$ cat src/rtl/z80_bus_pkg.sv
// Shared types and constants for the Laser 310 expansion Z80 bus initiator.
package z80_bus_pkg;

  // Request types, encoded exactly as they appear on req_type.
  typedef enum logic [1:0] {
    MEM_RD = 2'b00,
    MEM_WR = 2'b01,
    IO_RD  = 2'b10,
    IO_WR  = 2'b11
  } req_type_e;

  // Bus cycle states; TWA is the automatic wait state of I/O cycles.
  typedef enum logic [2:0] {
    S_IDLE,
    S_T1,
    S_T2,
    S_TWA,
    S_TW,
    S_T3,
    S_RESP
  } state_e;

  localparam logic [3:0] BANK_PORT_HI   = 4'b0111;
  localparam logic [1:0] BANK_RESET     = 2'b01;
  // A15..A11 of the banked window at B800h.
  localparam logic [4:0] BANK_AREA_BASE = 5'b10111;

  // Request type bit 1 selects I/O space, bit 0 selects a write.
  function automatic logic is_io(input logic [1:0] t);
    return t[1];
  endfunction

  function automatic logic is_write(input logic [1:0] t);
    return t[0];
  endfunction

endpackage

$ cat src/rtl/z80_tstate_timer.sv
// Divides clk into Z80 T-states and flags the last clk of each T-state.
module z80_tstate_timer #(
  parameter int CLK_PER_T = 2
) (
  input  logic clk,
  input  logic rst_n,
  input  logic i_clear,
  output logic o_t_end
);

  localparam logic [3:0] LAST_TICK = 4'(CLK_PER_T - 1);

  logic [3:0] r_tick;
  logic       w_t_end;

  assign w_t_end = (r_tick == LAST_TICK);
  assign o_t_end = w_t_end;

  // Tick counter: held at 0 outside bus cycles, wraps at the end of each T-state.
  always_ff @(posedge clk or negedge rst_n) begin
    if (!rst_n) begin
      r_tick <= 4'd0;
    end else if (i_clear || w_t_end) begin
      r_tick <= 4'd0;
    end else begin
      r_tick <= r_tick + 4'd1;
    end
  end

endmodule

$ cat src/rtl/z80_bus_master.sv
// Z80 bus initiator: turns single requests into T-state timed memory/I/O cycles,
// honours WAIT_N with a timeout, and mirrors the expansion bank latch.
module z80_bus_master #(
  parameter int         CLK_PER_T    = 2,
  parameter int         MAX_WAIT     = 255,
  parameter logic [3:0] BANK_PORT_HI = 4'b0111,
  parameter logic [1:0] BANK_RESET   = 2'b01
) (
  input  logic        clk,
  input  logic        rst_n,
  input  logic        req_valid,
  output logic        req_ready,
  input  logic [1:0]  req_type,
  input  logic [15:0] req_addr,
  input  logic [7:0]  req_wdata,
  output logic        rsp_valid,
  output logic [7:0]  rsp_rdata,
  output logic        rsp_err,
  output logic [15:0] ADDR,
  output logic [7:0]  D_OUT,
  output logic        D_OE,
  input  logic [7:0]  D_IN,
  output logic        MREQ_N,
  output logic        IORQ_N,
  output logic        RD_N,
  output logic        WR_N,
  input  logic        WAIT_N,
  output logic [1:0]  bank_shadow
);

  import z80_bus_pkg::*;

  localparam logic [7:0] WAIT_LIMIT = 8'(MAX_WAIT);

  state_e      r_state;
  logic [1:0]  r_type;
  logic [15:0] r_addr;
  logic [7:0]  r_dout;
  logic        r_doe;
  logic        r_mreq_n;
  logic        r_iorq_n;
  logic        r_rd_n;
  logic        r_wr_n;
  logic        r_rsp_valid;
  logic        r_rsp_err;
  logic [7:0]  r_rdata;
  logic [1:0]  r_bank;
  logic [7:0]  r_wait_cnt;
  logic        w_t_end;
  logic        w_timer_clear;

  // The timer only runs while a bus cycle is in its T-states.
  assign w_timer_clear = (r_state == S_IDLE) || (r_state == S_RESP);

  z80_tstate_timer #(
    .CLK_PER_T(CLK_PER_T)
  ) u_timer (
    .clk    (clk),
    .rst_n  (rst_n),
    .i_clear(w_timer_clear),
    .o_t_end(w_t_end)
  );

  assign req_ready   = (r_state == S_IDLE);
  assign rsp_valid   = r_rsp_valid;
  assign rsp_err     = r_rsp_err;
  assign rsp_rdata   = r_rdata;
  assign ADDR        = r_addr;
  assign D_OUT       = r_dout;
  assign D_OE        = r_doe;
  assign MREQ_N      = r_mreq_n;
  assign IORQ_N      = r_iorq_n;
  assign RD_N        = r_rd_n;
  assign WR_N        = r_wr_n;
  assign bank_shadow = r_bank;

  // Bus cycle FSM; every bus output is registered on the transition into its state.
  always_ff @(posedge clk or negedge rst_n) begin
    if (!rst_n) begin
      r_state     <= S_IDLE;
      r_type      <= 2'b00;
      r_addr      <= 16'h0000;
      r_dout      <= 8'h00;
      r_doe       <= 1'b0;
      r_mreq_n    <= 1'b1;
      r_iorq_n    <= 1'b1;
      r_rd_n      <= 1'b1;
      r_wr_n      <= 1'b1;
      r_rsp_valid <= 1'b0;
      r_rsp_err   <= 1'b0;
      r_rdata     <= 8'h00;
      r_bank      <= BANK_RESET;
      r_wait_cnt  <= 8'd0;
    end else begin
      r_rsp_valid <= 1'b0;
      r_rsp_err   <= 1'b0;
      case (r_state)
        S_IDLE: begin
          if (req_valid) begin
            r_type     <= req_type;
            r_addr     <= req_addr;
            r_dout     <= req_wdata;
            r_doe      <= is_write(req_type);
            r_wait_cnt <= 8'd0;
            r_state    <= S_T1;
          end
        end
        S_T1: begin
          if (w_t_end) begin
            r_mreq_n <= is_io(r_type);
            r_iorq_n <= !is_io(r_type);
            r_rd_n   <= is_write(r_type);
            r_wr_n   <= !is_write(r_type);
            r_state  <= S_T2;
          end
        end
        S_T2: begin
          if (w_t_end) begin
            if (is_io(r_type)) begin
              r_state <= S_TWA;
            end else if (!WAIT_N) begin
              r_wait_cnt <= 8'd1;
              r_state    <= S_TW;
            end else begin
              r_state <= S_T3;
            end
          end
        end
        S_TWA: begin
          if (w_t_end) begin
            if (!WAIT_N) begin
              r_wait_cnt <= 8'd1;
              r_state    <= S_TW;
            end else begin
              r_state <= S_T3;
            end
          end
        end
        S_TW: begin
          if (w_t_end) begin
            if (WAIT_N) begin
              r_state <= S_T3;
            end else if (r_wait_cnt >= WAIT_LIMIT) begin
              // Target never released the bus: abort with an error response.
              r_mreq_n    <= 1'b1;
              r_iorq_n    <= 1'b1;
              r_rd_n      <= 1'b1;
              r_wr_n      <= 1'b1;
              r_doe       <= 1'b0;
              r_rsp_valid <= 1'b1;
              r_rsp_err   <= 1'b1;
              r_state     <= S_RESP;
            end else begin
              r_wait_cnt <= r_wait_cnt + 8'd1;
            end
          end
        end
        S_T3: begin
          if (w_t_end) begin
            if (!is_write(r_type)) begin
              r_rdata <= D_IN;
            end
            if (is_io(r_type) && is_write(r_type) && (r_addr[7:4] == BANK_PORT_HI)) begin
              r_bank <= r_dout[1:0];
            end
            r_mreq_n    <= 1'b1;
            r_iorq_n    <= 1'b1;
            r_rd_n      <= 1'b1;
            r_wr_n      <= 1'b1;
            r_doe       <= 1'b0;
            r_rsp_valid <= 1'b1;
            r_state     <= S_RESP;
          end
        end
        S_RESP: begin
          r_wait_cnt <= 8'd0;
          r_state    <= S_IDLE;
        end
        default: begin
          r_state <= S_IDLE;
        end
      endcase
    end
  end

endmodule

$ cat config.mk
export PLATFORM = sky130hd
export DESIGN_NAME = z80_bus_master
export DESIGN_NICKNAME = d
export VERILOG_FILES = /design/src/rtl/z80_bus_pkg.sv /design/src/rtl/z80_tstate_timer.sv /design/src/rtl/z80_bus_master.sv
export SDC_FILE = /design/constraint.sdc
export NUM_CORES = 1
export LEC_CHECK = 0
export CAP_MARGIN = 15
export CORE_ASPECT_RATIO = 0.8
export CORE_MARGIN = 2
export CORE_UTILIZATION = 45
export CTS_BUF_LIST = sky130_fd_sc_hd__clkbuf_4
export DETAILED_ROUTE_END_ITERATION = 6
export PLACE_DENSITY = 0.86
export SLEW_MARGIN = 20
export SYNTH_ARGS = -nofsm -noshare
export SYNTH_HDL_FRONTEND = slang
export SYNTH_SLANG_ARGS = --single-unit
$ cat constraint.sdc
create_clock -name clk -period 5.6 [get_ports clk]
set_input_delay 1.12 -clock clk [delete_from_list [all_inputs] [get_ports clk]]
set_output_delay 1.12 -clock clk [all_outputs]
set_load 0.01 [all_outputs]
**Yosys cells after proc, flatten, opt, wreduce, memory -nomap -nowiden**

Cells that the tools add are included.

- Register bits: 58
- Output and inout bits: 42
- Word-level logic and storage cells: 100

- $add $sub $neg: 2
- Magnitude comparators: 1
- Equality and inequality tests: 19
- Muxes and demuxes: 45
- Bitwise logic cells: 1
- Reduce and logical (&&, ||, !) cells: 17

Operators with widths:

| kind | count |
|---|---|
| $mux W8 | 8 |
| $pmux W8 S5 | 1 |
| $mux W3 | 9 |
| $mux W1 | 19 |
| $pmux W3 S6 | 1 |
| $pmux W1 S3 | 5 |
| $reduce_and A6 Y1 | 2 |
| $ne A2 B1 Y1 const B | 5 |
| $ne A2 B2 Y1 const B | 5 |
| $eq A3 B3 Y1 const B | 3 |
| $add A8 B1 Y8 const B | 1 |
| $ge A8 B8 Y1 const B | 1 |
| $reduce_and A8 Y1 | 1 |
| $reduce_and A7 Y1 | 1 |
| $eq A3 B2 Y1 const B | 2 |
| $reduce_and A3 Y1 | 2 |
| $reduce_bool A3 Y1 | 2 |
| $reduce_bool A5 Y1 | 1 |
| $add A4 B1 Y4 const B | 1 |
| $eq A4 B1 Y1 const B | 1 |
| $eq A4 B3 Y1 const B | 1 |
| $mux W4 | 1 |
| $eq A3 B1 Y1 const B | 1 |
| $logic_not A3 Y1 | 1 |
| 7 further kinds | 10 |

**Longest topological paths before layout**

Gate-level depths: netlist (run 1).

- Depth in word-level cells: 5
- Mapped depth: 7
- Depth with buffers taken out: 6

**By module**

Synthesis (run 1) repeated with hierarchy kept, for this count alone.

- Cells, all modules: 214
- Area total of the unflattened synthesis: 2670.1 µm²

By module, submodules not included:

| module | times used | cells each | area an instance (µm²) | seq. area each (µm²) |
|---|---|---|---|---|
| z80_bus_master | 1 | 197 | 2477.4 | 1357.6 |
| z80_tstate_timer | 1 | 17 | 192.7 | 100.1 |

**Worst setup path after synthesis (run 1)**

No wires, ideal clock.

- Path type: in2reg
- Start: input port req_valid
- End: register r_dout[0], in the netlist D_OUT[0]
- Setup time: 0.128 ns
- Arrival: 2.170 ns
- Required time: 5.472 ns
- Setup slack: 3.302 ns
- Stages on the path: 5
- Path buffers: 2
- Path through: nor2b_1 and2_1 buf_2 buf_2 mux2_1

- Longest elaborated chain between the ends: 1

RTL lines:

| item | line | text |
|---|---|---|
| start: declaration | z80_bus_master.sv:11 | `input logic req_valid,` |
| $reduce_and A2 Y1 (no source line) | - |  |
| end signal: assignment | z80_bus_master.sv:102 | `r_dout <= req_wdata;` |
| end: declaration | z80_bus_master.sv:38 | `logic [7:0] r_dout;` |

Every way passes these cells.
A chain may end at the register's enable or synchronous reset.

**Final worst setup path (run 1)**

- Start: register r_state[1]
- End: output port req_ready

- Longest elaborated chain between the ends: 1

RTL lines:

| item | line | text |
|---|---|---|
| start: declaration | z80_bus_master.sv:35 | `state_e r_state;` |
| start signal: assignment | z80_bus_master.sv:80 | `r_state <= S_IDLE;` |
| start signal: assignment | z80_bus_master.sv:105 | `r_state <= S_T1;` |
| start signal: assignment | z80_bus_master.sv:114 | `r_state <= S_T2;` |
| $logic_not A3 Y1 | z80_bus_master.sv:64 | `assign req_ready = (r_state == S_IDLE);` |
| end: declaration | z80_bus_master.sv:12 | `output logic req_ready,` |

Every way passes these cells.

==> metrics.md, run 1 <==
| Metric | Value |
|---|---|
| Post-CTS Resized | `0` |
| Worst hold path class | `flip-flop to flip-flop` |
| Reg2Reg Launch Point | `r_state[1]` |
| Peak supply drop | `roughly 0.36 mV` |
| Arrival time at the worst endpoint | `between 1.5 and 2 ns` |
| Clock tree root driver cell | `clkbuf_4` |
| WL final | `between 5 and 6 mm` |
| Routed length per instance | `approximately 15 um` |
| Setup Skew | `0.0132 ns` |
| Worst hold slack | `about 0.48 ns` |
| Synthesis-to-layout area growth | `37.2%` |
| IO Count | `80` |
| Minimum clock period | `about 3.0 ns` |
| Core area | `~5600 um^2` |
| R2R setup slack | `approximately 3.5 ns` |
| Status | `completed` |
| Netlist Area Pre-Place | `between 2000 and 3000 um^2` |
| Vias | `~2,100` |
| Kind of end point of the critical path | `output port` |
| # nets final | `about 340` |
| Vias in the first global route | `around 2,200` |
| Initial Utilization | `0.477` |
| Routability cong. | `between 0.8 and 0.9` |
| DR iter-0 viols | `207` |
| Max Slew Vio Count | `0` |
| CP Launch Point | `r_state[1]` |
| Post-synth EDFFs | `0` |
| Data required, critical path | `~4.5 ns` |
| GR Util met1 | `0.250` |
| Die Width | `about 90 um` |
| First-pass DRT Iterations | `4` |
| Gr usage total | `0.197` |
| CTS tree | `yes` |
| M3 GR Usage | `0.0733` |
| Hold buffers post-CTS | `0` |
| Largest net degree at the start of global routing | `59` |
| Clock Latency Late Sink | `just over 0.4 ns` |
| Final setup viols | `0` |
| Syn Area/Cell | `roughly 12 um^2` |
| Post-DP HPWL | `roughly 4.1 mm` |
| Most frequent cells in the layout | `78 x clkdlybuf4s50_1, 53 x dfrtp_1, 35 x mux2_1` |
| Die height | `between 70 and 80 um` |
| FF-to-FF End | `r_wait_cnt[6]` |
| Rel. slew slack | `0.522` |
| Cells after Synth | `approximately 220` |
| Fraction of layout cells with a size suffix above 1 | `0.0912` |
| Leakage | `1.54 nW` |
| Drt via density | `approximately 5.4` |
| Synth Register Bits | `58` |
| Busiest grt layer | `met2` |
| CTS H-tree lvls | `3` |
| Most used DFF post-synth | `dfrtp_1` |
| R2R depth | `4` |
| Synth warnings | `0` |
| Max Fanout on Critical Path | `13` |
| Post-synthesis async set-or-reset flop share | `1.00` |
| Critical path type | `flip-flop to output port` |
| Antenna Cells | `0` |
| Setup TNS | `0 ns` |
| Clock Path Buffers | `2` |
| RSZ-0062 raised after global routing | `false` |
| CTS Buf Count | `9` |
| GRT overflow | `0` |
| Post-route cell area | `3630 um^2` |
| Commonest non-fill, non-tap cell in the layout | `clkdlybuf4s50_1` |
| Slew @ Worst Pin | `~0.72 ns` |
| First-pass GRT wire length | `10.0 mm` |
| Initial antenna violation count | `0` |
| Power per cell area | `between 500 and 600 nW/um^2` |
| Startpoint types | `flip-flop` |
| Port buffer count | `79` |
| Seq/Total Area, Yosys | `0.550` |
| GRT met2 Usage | `0.296` |
| Total Die Area | `6520 um^2` |
| FILL cells | `~430` |
| Std-Cell Rows | `24` |
| Setup bufs post-CTS | `0` |
| Mapped Nets | `260` |
| CTS Sinks | `58` |
| Post-route DRC violation count | `0` |
| Max Clk Rate | `approximately 330 MHz` |
| CTS clk-pin slew, worst paths | `about 0.1 ns` |
| Worst Setup EP | `req_ready` |
| MaxCap Viol Count | `0` |
| Fin crit share | `0.535` |
| Placed Area | `approximately 3500 um^2` |
| Final Hold Viols | `0` |
| ANT nets after route | `0` |
| Yosys cell types | `48` |
per-layer routing:
metal / vias to the layer above / routed length [um]
li1: 966 / -
met1: 994 / 2590
met2: 99 / 2540
met3: 13 / 437
met4: 0 / 129
met5: - / 0
power breakdown:
part / internal, W / leakage (nW) / switching (W) / total (W)
clock network: 0.000137 / 0.0675 / 0.000154 / 0.000291
logic: 0.000459 / 0.764 / 0.000352 / 0.000811
registers: 0.000602 / 0.707 / 0.000134 / 0.000735
cell families (layout without fill, tap and decap cells):
kind of cell / Yosys count / in the layout / share of synthesized area
xor+xnor: 2 / 2 / 0.00661
simple gates: 54 / 54 / 0.118
fa+ha+maj: 3 / 3 / 0.0142
compound gates: 45 / 45 / 0.116
flops: 58 / 58 / 0.550
buf+inv: 19 / 107 / 0.0316
mux: 38 / 38 / 0.164
registers in the layout (all words and copies together) (netlist names), 2 cells and up:
| register | count |
|---|---|
| ADDR | 16 |
| D_OUT | 8 |
| bank_shadow | 2 |
| r_state | 3 |
| r_type | 2 |
| r_wait_cnt | 8 |
| rsp_rdata | 8 |
| u_timer.r_tick | 4 |
worst max-delay path, cell delays in order (launching register included):
cell and delay [ns]:
dfrtp_1 0.54, nor3_1 0.34, clkdlybuf4s50_1 0.60
through the flow:
step / worst slack (ns) / utilization / instances / power, W
global route: 2.54 / 0.654 / 385 / 0.00197
CTS: 2.62 / 0.654 / 385 / 0.00186
detailed placement: 2.59 / 0.630 / 369 / 0.00156
floorplan: 3.30 / - / 219 / 0.00115
global placement: 2.71 / 0.630 / 369 / 0.00153
finish: 2.61 / 0.654 / 385 / 0.00184
area by class of cell:
cell class / count / area (um^2) / share of cell area
multi-input cells: 142 / 1110 / 0.305
flip-flops and latches: 58 / 1460 / 0.401
well taps: 78 / 97.6 / 0.0269
inverters: 10 / 37.5 / 0.0103
repair buffers: 81 / 801 / 0.220
clock buffers: 10 / 75.1 / 0.0207
clock inverters: 6 / 57.6 / 0.0158
how the worst min path moves through the flow:
stage / from / slack (ns) / cells past startpoint / endpoint
floorplan: u_timer.r_tick[0] / 0.46 / 1 / u_timer.r_tick[0]
global placement: RD_N / 0.46 / 2 / RD_N
detailed placement: RD_N / 0.46 / 2 / RD_N
CTS: RD_N / 0.48 / 2 / RD_N
global route: ADDR[3] / 0.51 / 1 / ADDR[3]
finish: RD_N / 0.48 / 2 / RD_N
cell usage after synthesis (all sizes together) (2+ instances only):
master / n / area [um^2]
a21oi: 6 / 30.0
a22oi: 3 / 22.5
a31oi: 8 / 50.1
and2: 2 / 12.5
and3: 4 / 25.0
buf: 6 / 35.0
clkbuf: 3 / 11.3
dfrtp: 53 / 1330
dfstp: 5 / 131
ha: 3 / 37.5
inv: 10 / 37.5
mux2: 37 / 424
nand2: 13 / 48.8
nand2b: 2 / 12.5
nand3: 7 / 35.0
nand4: 2 / 12.5
nor2: 9 / 33.8
nor2b: 3 / 18.8
nor3: 4 / 31.3
o21ai: 10 / 50.1
o21bai: 2 / 15.0
o2bb2a: 3 / 30.0
o31ai: 3 / 22.5
No activity file was read; power rests on OpenSTA's default activity.
==> inputs of run 2 (changes only) <==
--- a/config.mk
+++ b/config.mk
@@ -8,10 +8,10 @@
 export CAP_MARGIN = 15
 export CORE_ASPECT_RATIO = 0.8
 export CORE_MARGIN = 2
-export CORE_UTILIZATION = 45
+export CORE_UTILIZATION = 44
 export CTS_BUF_LIST = sky130_fd_sc_hd__clkbuf_4
 export DETAILED_ROUTE_END_ITERATION = 6
-export PLACE_DENSITY = 0.86
+export PLACE_DENSITY = 0.88
 export SLEW_MARGIN = 20
 export SYNTH_ARGS = -nofsm -noshare
 export SYNTH_HDL_FRONTEND = slang
==> constraint.sdc (replaced) <==
create_clock -name clk -period 2.7 [get_ports clk]
set_input_delay 0.54 -clock clk [delete_from_list [all_inputs] [get_ports clk]]
set_output_delay 0.54 -clock clk [all_outputs]
set_load 0.01 [all_outputs]
==> metrics.md, run 2 (synthesis results as in run 1) <==
| Metric | Value |
|---|---|
| Antenna Cells | `0` |
| Commonest non-fill, non-tap cell in the layout | `clkdlybuf4s50_1` |
| # nets final | `between 300 and 400` |
| Power Internal | `about 0.0024 W` |
| WL final | `5.75 mm` |
| Reg power frac | `0.410` |
| Final Hold Viols | `0` |
| Worst hold path class | `input pin to async pin` |
| Arrival time at the worst endpoint | `around 1.8 ns` |
| Gr usage total | `0.196` |
| Vias in the first global route | `between 2,000 and 2,500` |
| Routed length per instance | `~15 um` |
| Peak supply drop | `about 0.65 mV` |
| Clock Latency Late Sink | `~0.40 ns` |
| Power per cell area | `1020 nW/um^2` |
| Routability cong. | `between 0.8 and 0.9` |
| Setup TNS | `0 ns` |
| Die Width | `around 90 um` |
| Std-Cell Rows | `25` |
| Part of the power in the clock network | `0.138` |
| IO Count | `80` |
| Slew @ Worst Pin | `~0.62 ns` |
| Total Die Area | `roughly 6700 um^2` |
| GRT met2 Usage | `0.318` |
| Largest net degree at the start of global routing | `41` |
| Post-DP HPWL | `4.29 mm` |
| DR iter-0 viols | `87` |
| GR Util met1 | `0.242` |
| Post-route cell area | `between 3000 and 4000 um^2` |
| Die height | `73.4 um` |
| Clock Path Buffers | `2` |
| CTS Buf Count | `9` |
| Data required, critical path | `around 2.2 ns` |
| Clock tree root driver cell | `clkbuf_4` |
| Hold buffers post-CTS | `0` |
| Synthesis-to-layout area growth | `37.5%` |
| Vias | `around 2,100` |
| CTS clk-pin slew, worst paths | `about 0.090 ns` |
| Fin crit share | `0.849` |
| Initial Utilization | `0.453` |
| Minimum clock period | `roughly 2.3 ns` |
| Switching share of power | `0.351` |
| MaxCap Viol Count | `0` |
| Largest register FFs | `16` |
| Post-route DRC violation count | `0` |
| Critical path type | `flip-flop to output port` |
| Psw | `around 0.0013 W` |
| M3 GR Usage | `0.0656` |
| ANT nets after route | `0` |
| CTS Sinks | `between 50 and 60` |
| Initial antenna violation count | `0` |
| Max Clk Rate | `436 MHz` |
| RSZ-0062 raised after global routing | `false` |
| Most frequent cells in the layout | `78 x clkdlybuf4s50_1, 53 x dfrtp_1, 35 x mux2_1` |
| Port buffer count | `79` |
| CTS tree | `yes` |
| Startpoint types | `flip-flop` |
| Max Slew Vio Count | `0` |
| Setup Skew | `0.0136 ns` |
| Post-CTS Resized | `0` |
| First-pass GRT wire length | `approximately 10 mm` |
| Leakage | `roughly 1.5 nW` |
| Rel. slew slack | `0.585` |
| Drt via density | `between 5 and 6` |
| Kind of end point of the critical path | `output port` |
| Status | `completed` |
| CTS H-tree lvls | `3` |
| Core area | `5850 um^2` |
| Busiest grt layer | `met2` |
| Fraction of layout cells with a size suffix above 1 | `0.0977` |
| Setup bufs post-CTS | `0` |
| Combinational share of power | `0.452` |
| Max Fanout on Critical Path | `13` |
| Final setup viols | `0` |
| R2R depth | `4` |
| Placed Area | `around 3500 um^2` |
| GRT overflow | `0` |
| First-pass DRT Iterations | `4` |
-- run 2: changes by cell type in the layout (fill, tap and decap cells not counted), sizes merged --
cell / before / now
bufinv: 1 / 0
clkbuf: 10 / 11
clkinv: 3 / 4
clkinvlp: 2 / 1
-- run 2: through the flow --
| stage | util | setup WS (ns) | hold slack (ns) | std cells | total power (W) |
|---|---|---|---|---|---|
| 6_report | 0.623 | 0.406 | 0.0716 | 388 | 0.00373 |
| 5_1_grt | 0.623 | 0.287 | 0.0693 | 388 | 0.00401 |
| 4_1_cts | 0.623 | 0.349 | 0.0520 | 388 | 0.00379 |
| 3_5_place_dp | 0.604 | 0.290 | 0.464 | 372 | 0.00325 |
| 3_3_place_gp | 0.604 | 0.386 | 0.457 | 372 | 0.00318 |
| 2_1_floorplan | - | 0.887 | 0.244 | 219 | 0.00239 |
-- run 2: cell type report --
cell class	instances	area [um^2]
fill	489	2200
sequential	58	1460
multi-input combinational	142	1110
timing repair buffer	81	826
tap	81	101
clock buffer	11	82.6
inverter	10	37.5
clock inverter	5	31.3
-- run 2: worst paths after layout --
| kind | start | end | slack (ns) |
|---|---|---|---|
| min in group clk | RD_N | RD_N | 0.47 |
| min reg2reg | RD_N | RD_N | 0.47 |
| max in group asynchronous | rst_n | RD_N | 2.00 |
| min | rst_n | rsp_err | 0.07 |
| max reg2reg | r_state[1] | r_wait_cnt[6] | 0.67 |
| max | r_state[1] | req_ready | 0.41 |
-- run 2: power by group through the flow --
stage | Clock (W) | Combinational, W | Sequential, W
finish | 0.000514 | 0.00168 | 0.00153
global route | 0.000585 | 0.00184 | 0.00159
CTS | 0.000546 | 0.00171 | 0.00153
detailed placement | 0 | 0.00170 | 0.00155
global placement | 0 | 0.00166 | 0.00153
floorplan | 0 | 0.000791 | 0.00160
-- run 2: metal layers --
metal / up-vias / share of wire
met2: 83 / 0.47
met5: - / 0
met4: 0 / 0.016
li1: 970 / -
met3: 9 / 0.077
met1: 992 / 0.44
-- run 2: critical path, stage by stage, from the launching register on --
cell and delay (ns):
dfrtp_1 0.52, nor3_1 0.27, clkdlybuf4s50_1 0.57
==> RTL edit 1, RTL diff (settings of run 2) <==
Put one more register stage on the output `rsp_err`, cleared by the reset. The value now appears one clock later. The other outputs are not delayed to match.
--- a/src/rtl/z80_bus_master.sv
+++ b/src/rtl/z80_bus_master.sv
@@ -65,3 +65,9 @@
   assign rsp_valid   = r_rsp_valid;
-  assign rsp_err     = r_rsp_err;
+  always_ff @(posedge clk or negedge rst_n) begin
+    if (!rst_n) begin
+      rsp_err <= '0;
+    end else begin
+      rsp_err <= r_rsp_err;
+    end
+  end
   assign rsp_rdata   = r_rdata;
Behaviour: no difference found for any inputs over 10 cycles, from zero or initial values and one cycle with rst_n low; that may be too few to reach the edited logic, so the function may still have changed.
==> RTL edit 1 against run 2 <==
Total power increased by 2.9%. Synthesized area decreased by 1.1%. Sequential cell count increased by 1. Critical path type unchanged. Clock power increased by 19%. Wire length increased by 0.80%. Via count decreased by 3.7%. Die area decreased by 1.1%. Cell area decreased by 0.27%. Setup slack got worse by 0.14 ns.
==> RTL edit 1: results (changes against run 2) <==
stage	metric	value	unit	change
placement	Post-DP Area	0.00350	mm2	was 0.00353 mm2
power	sw power	1260	uW	was 1310 uW
sta	max_slew headroom	54.5	%	was 58.5%
global_route	first-pass GRT wire length	9.27	mm	was 10.0 mm
detailed_routing	Initial DRC Count	63		was 87
global_route	vias in the first global route	1891		was 2099
clock_network	CTS resizes	0		unchanged
clock_network	Post-CTS Setup Bufs	0		unchanged
synthesis	share of the yosys chip area belonging to registers	56.6	%	was 55.0%
clock_network	deepest clock path buffer count	2		unchanged
placement	routability cong.	0.921		was 0.869
global_route	total track usage	18.2	%	was 19.6%
placement	Port-buffer cells	79		unchanged
synthesis	Post-synth ARST share	100	%	unchanged
clock_network	CTS Buf Count	9		unchanged
setup_path	slowest CP cell	clkdlybuf4s50_1		unchanged
clock_network	Root Buffer	clkbuf_4		unchanged
setup_path	CP delay by family, top	buffers and inverters		unchanged
clock_network	clk slew on worst S/H paths	0.09	ns	about the same
power	VDD IR max	0.000561	V	was 0.000653 V
final_layout	Fillers	475		was 489
sta	skew final	0.00389	ns	was 0.0136 ns
power	leakage	0.00152	uW	was 0.00155 uW
clock_network	Worst-Skew Late Latency	0.40	ns	about the same
detailed_routing	routed length per instance	15.0	um	was 14.8 um
final_layout	antenna cells	0		unchanged
synthesis	Yosys cell types	44		was 48
setup_path	Worst Path Max Fanout	14		was 13
detailed_routing	First-pass DRT Iterations	4		unchanged
setup_path	Worst path max stage delay	0.61	ns	was 0.57 ns
detailed_routing	via count	1978		was 2054
final_layout	layout cells sized above 1	22.5	%	was 9.77%
synthesis	ys flop type	dfrtp_1		unchanged
outcome	status	complete, no violations		unchanged
global_route	pin count of the biggest net entering global routing	32		was 41
final_layout	max FFs per register	16		unchanged
placement	DP HPWL	4.33	mm	was 4.29 mm
clock_network	Max H-tree Level	3		unchanged
synthesis	most frequent cells after synthesis	dfrtp_1 (54), mux2_2 (38), o21ai_0 (16)		was dfrtp_1 (53), mux2_1 (35), nand2_1 (13)
hold_path	Hold Path Class	in2async		unchanged
global_route	initial antenna violation count	0		unchanged
synthesis	Synth Warn #	0		unchanged
final_layout	Layout Nets	342		was 343
synthesis	top post-synthesis cells by area	dfrtp_1 (52%), mux2_2 (16%), dfstp_2 (5.0%)		was dfrtp_1 (50%), mux2_1 (15%), dfstp_2 (5.0%)
detailed_routing	ANT nets after route	0		unchanged
synthesis	synthesized net count	257		was 260
-- RTL edit 1: cell types whose count changed after synthesis, moves of 3 or more --
| cell | before | now |
|---|---|---|
| mux2_2 | 0 | 38 |
| mux2_1 | 35 | 0 |
| o21ai_0 | 6 | 16 |
| a21oi_1 | 6 | 2 |
| o21ai_1 | 4 | 0 |
| a31oi_1 | 8 | 5 |
| o2bb2a_1 | 3 | 0 |
-- RTL edit 1: logic make-up (layout without fill, tap and decap cells) --
| logic type | count (synthesis) | count (layout) | share of synthesized area [%] |
|---|---|---|---|
| flip-flops | 59 | 59 | 56.6 |
| AND/OR/NAND/NOR | 58 | 58 | 12.1 |
| multiplexers | 39 | 39 | 16.7 |
| AO/OA/AOI/OAI | 36 | 36 | 9.03 |
| buffers and inverters | 18 | 108 | 3.10 |
| adder cells (fa/ha/maj) | 3 | 3 | 1.43 |
| XOR/XNOR | 3 | 3 | 1.00 |
-- RTL edit 1: layout make-up --
cell class | count | area [um2] | share of cell area, %
inverters | 9 | 33.8 | 0.929
flip-flops and latches | 59 | 1480 | 40.8
clock inverters | 4 | 42.5 | 1.17
well taps | 81 | 101 | 2.79
multi-input cells | 139 | 1060 | 29.1
repair buffers | 83 | 828 | 22.8
clock buffers | 12 | 90.1 | 2.48
-- RTL edit 1: final timing paths --
| kind | startpoint | to | slack [ns] | cells past startpoint |
|---|---|---|---|---|
| worst max-delay path | r_state[1] | req_ready | 0.27 | 2 |
| max in group asynchronous | rst_n | MREQ_N | 1.85 | 2 |
| worst max register to register | u_timer.r_tick[1] | bank_shadow[1] | 0.48 | 6 |
| min in group clk | r_rsp_err | rsp_err | 0.35 | 0 |
| worst min register to register | r_rsp_err | rsp_err | 0.35 | 0 |
| worst min-delay path | rst_n | u_timer.r_tick[1] | 0.17 | 1 |
-- RTL edit 1: metal layers --
metal | share of wire [%] | GRT usage [%] | up-vias
met4 | 0.22 | 3.59 | 0
met5 | 0 | 0 | -
met2 | 49 | 30.0 | 65
met3 | 7.7 | 8.57 | 2
li1 | - | - | 954
met1 | 43 | 22.4 | 957
-- RTL edit 1: power by group through the flow --
stage	Sequential (uW)	Combinational, uW	Clock (uW)
after floorplan	1610	790	0
after CTS	1530	1730	631
after global placement	1520	1670	0
final	1520	1700	611
after global routing	1580	1840	671
after detailed placement	1550	1720	0
-- RTL edit 1: through the flow --
step / worst slack (ns) / instances
after global routing: 0.177 / 387
after detailed placement: 0.249 / 371
after CTS: 0.246 / 387
final: 0.270 / 387
after global placement: 0.340 / 371
after floorplan: 0.800 / 216
==> RTL edit 2, RTL diff (settings of run 2) <==
Made on the original files. `MAX_WAIT`: 255 -> 128.
--- a/src/rtl/z80_bus_master.sv
+++ b/src/rtl/z80_bus_master.sv
@@ -4,3 +4,3 @@
   parameter int         CLK_PER_T    = 2,
-  parameter int         MAX_WAIT     = 255,
+  parameter int         MAX_WAIT     = 128,
   parameter logic [3:0] BANK_PORT_HI = 4'b0111,
Function: no difference found for any inputs over 10 cycles, from zero or initial values and one cycle with rst_n low; that may be too few to reach the edited logic, so the function may still have changed.
==> RTL edit 2 against run 2 <==
Utilization fell by 0.16 points. Wire length fell by 3.1%. Setup slack got worse by 0.045 ns. Sequential cell count did not move. Maximum frequency fell by 1.9%. Total power rose by 2.8%. Final cell count fell by 2.3%. Cell area fell by 0.79%. Sequential share of layout area rose by 0.32 points. Critical path depth did not move. Synthesized area fell by 1.1%.
==> RTL edit 2: results (changes against run 2) <==
stage	metric	value	unit	change
outcome	status	complete, no violations		unchanged
final_layout	max FFs per register	16		unchanged
clock_network	CTS Buf Count	9		unchanged
placement	Port-buffer cells	79		unchanged
sta	max_slew headroom	52.9	%	was 58.5%
placement	routability cong.	0.849		was 0.869
clock_network	CTS resizes	0		unchanged
setup_path	Worst EP arrival	1.80	ns	was 1.75 ns
synthesis	most frequent cells after synthesis	dfrtp_1 (53), mux2_2 (36), nor2_1 (16)		was dfrtp_1 (53), mux2_1 (35), nand2_1 (13)
sta	final hold slack	0.281	ns	was 0.0716 ns
placement	DP HPWL	4.11	mm	was 4.29 mm
setup_path	worst r2r src	r_state[1]		unchanged
power	leakage	0.00152	uW	was 0.00155 uW
global_route	first-pass GRT wire length	9.34	mm	was 10.0 mm
setup_path	CP delay by family, top	buffers and inverters		unchanged
synthesis	Synth Warn #	0		unchanged
clock_network	Root Buffer	clkbuf_4		unchanged
synthesis	share of the yosys chip area belonging to registers	55.6	%	was 55.0%
final_layout	layout cells sized above 1	24.5	%	was 9.77%
clock_network	Worst-Skew Late Latency	0.40	ns	about the same
clock_network	Post-CTS Setup Bufs	0		unchanged
setup_path	Crit Reg-Reg Endpoint	r_wait_cnt[3]		was r_wait_cnt[6]
global_route	vias in the first global route	2071		was 2099
power	VDD IR max	0.000636	V	was 0.000653 V
synthesis	Yosys cell types	45		was 48
synthesis	cells after synthesis	208		was 219
hold_path	Hold Path Class	in2async		unchanged
power	Sw Ratio	34.8	%	was 35.1%
detailed_routing	Vias/cell	5.05		was 5.29
setup_path	Worst Path Max Fanout	13		unchanged
detailed_routing	Initial DRC Count	76		was 87
detailed_routing	final wirelength	5.58	mm	was 5.75 mm
placement	Post-DP Area	0.00347	mm2	was 0.00353 mm2
setup_path	setup slack, reg-to-reg	0.63	ns	was 0.67 ns
final_layout	Fillers	485		was 489
setup_path	crit path kind	reg2out		unchanged
clock_network	clk slew on worst S/H paths	0.10	ns	
detailed_routing	First-pass DRT Iterations	4		unchanged
global_route	total track usage	18.3	%	was 19.6%
setup_path	worst r2r path cells	5		was 4
clock_network	deepest clock path buffer count	2		unchanged
clock_network	Max H-tree Level	3		unchanged
final_layout	Non-Filler Instances	379		was 388
sta	skew final	0.0179	ns	was 0.0136 ns
setup_path	Worst path max stage delay	0.59	ns	was 0.57 ns
global_route	initial antenna violation count	0		unchanged
global_route	pin count of the biggest net entering global routing	59		was 41
synthesis	top post-synthesis cells by area	dfrtp_1 (51%), mux2_2 (15%), dfstp_2 (5.0%)		was dfrtp_1 (50%), mux2_1 (15%), dfstp_2 (5.0%)
setup_path	slowest CP cell	clkdlybuf4s50_1		unchanged
placement	placed cells	363		was 372
synthesis	synthesized net count	250		was 260
final_layout	Layout Nets	335		was 343
final_layout	antenna cells	0		unchanged
## RTL edit 2: logic make-up after synthesis
group	after synthesis	synth area share (%)
buffers and inverters	15	3.01
adder cells (fa/ha/maj)	4	1.91
AO/OA/AOI/OAI	27	7.07
flip-flops	58	55.6
AND/OR/NAND/NOR	61	14.2
multiplexers	39	16.9
XOR/XNOR	4	1.34
## RTL edit 2: worst max path at each step
stage                      to  slack (ns)
2_1_floorplan  bank_shadow[1]        0.91
3_3_place_gp           IORQ_N        0.58
3_5_place_dp           IORQ_N        0.56
4_1_cts             req_ready        0.34
5_1_grt             req_ready        0.23
6_report            req_ready        0.36
## RTL edit 2: power groups by stage
stage	Combinational (uW)	Clock, uW	Sequential, uW
5_1_grt	1840	671	1570
6_report	1700	615	1520
2_1_floorplan	865	0	1580
3_5_place_dp	1710	0	1530
3_3_place_gp	1670	0	1510
4_1_cts	1720	638	1520
## RTL edit 2: metrics by stage
step / utilization [%] / power (uW) / setup slack (ns)
after global routing: 62.2 / 4080 / 0.230
after CTS: 62.2 / 3880 / 0.342
after detailed placement: 59.7 / 3250 / 0.559
final: 62.2 / 3830 / 0.361
after global placement: 59.7 / 3190 / 0.584
after floorplan: - / 2450 / 0.906
## RTL edit 2: per-layer routing
metal / track usage, % / routed length [um] / up-vias
met5: 0 / 0 / -
met3: 7.54 / 365 / 11
met4: 7.86 / 99 / 0
li1: - / - / 903
met2: 30.4 / 2690 / 58
met1: 21.2 / 2420 / 941
## RTL edit 2: layout make-up
cell class	count	area, um2	share of cell area, %
Tap cell	81	101	2.80
Timing Repair Buffer	81	801	22.1
Multi-Input combinational cell	135	1080	30.0
Clock inverter	6	67.6	1.87
Sequential cell	58	1460	40.3
Inverter	8	30.0	0.830
Clock buffer	10	75.1	2.08
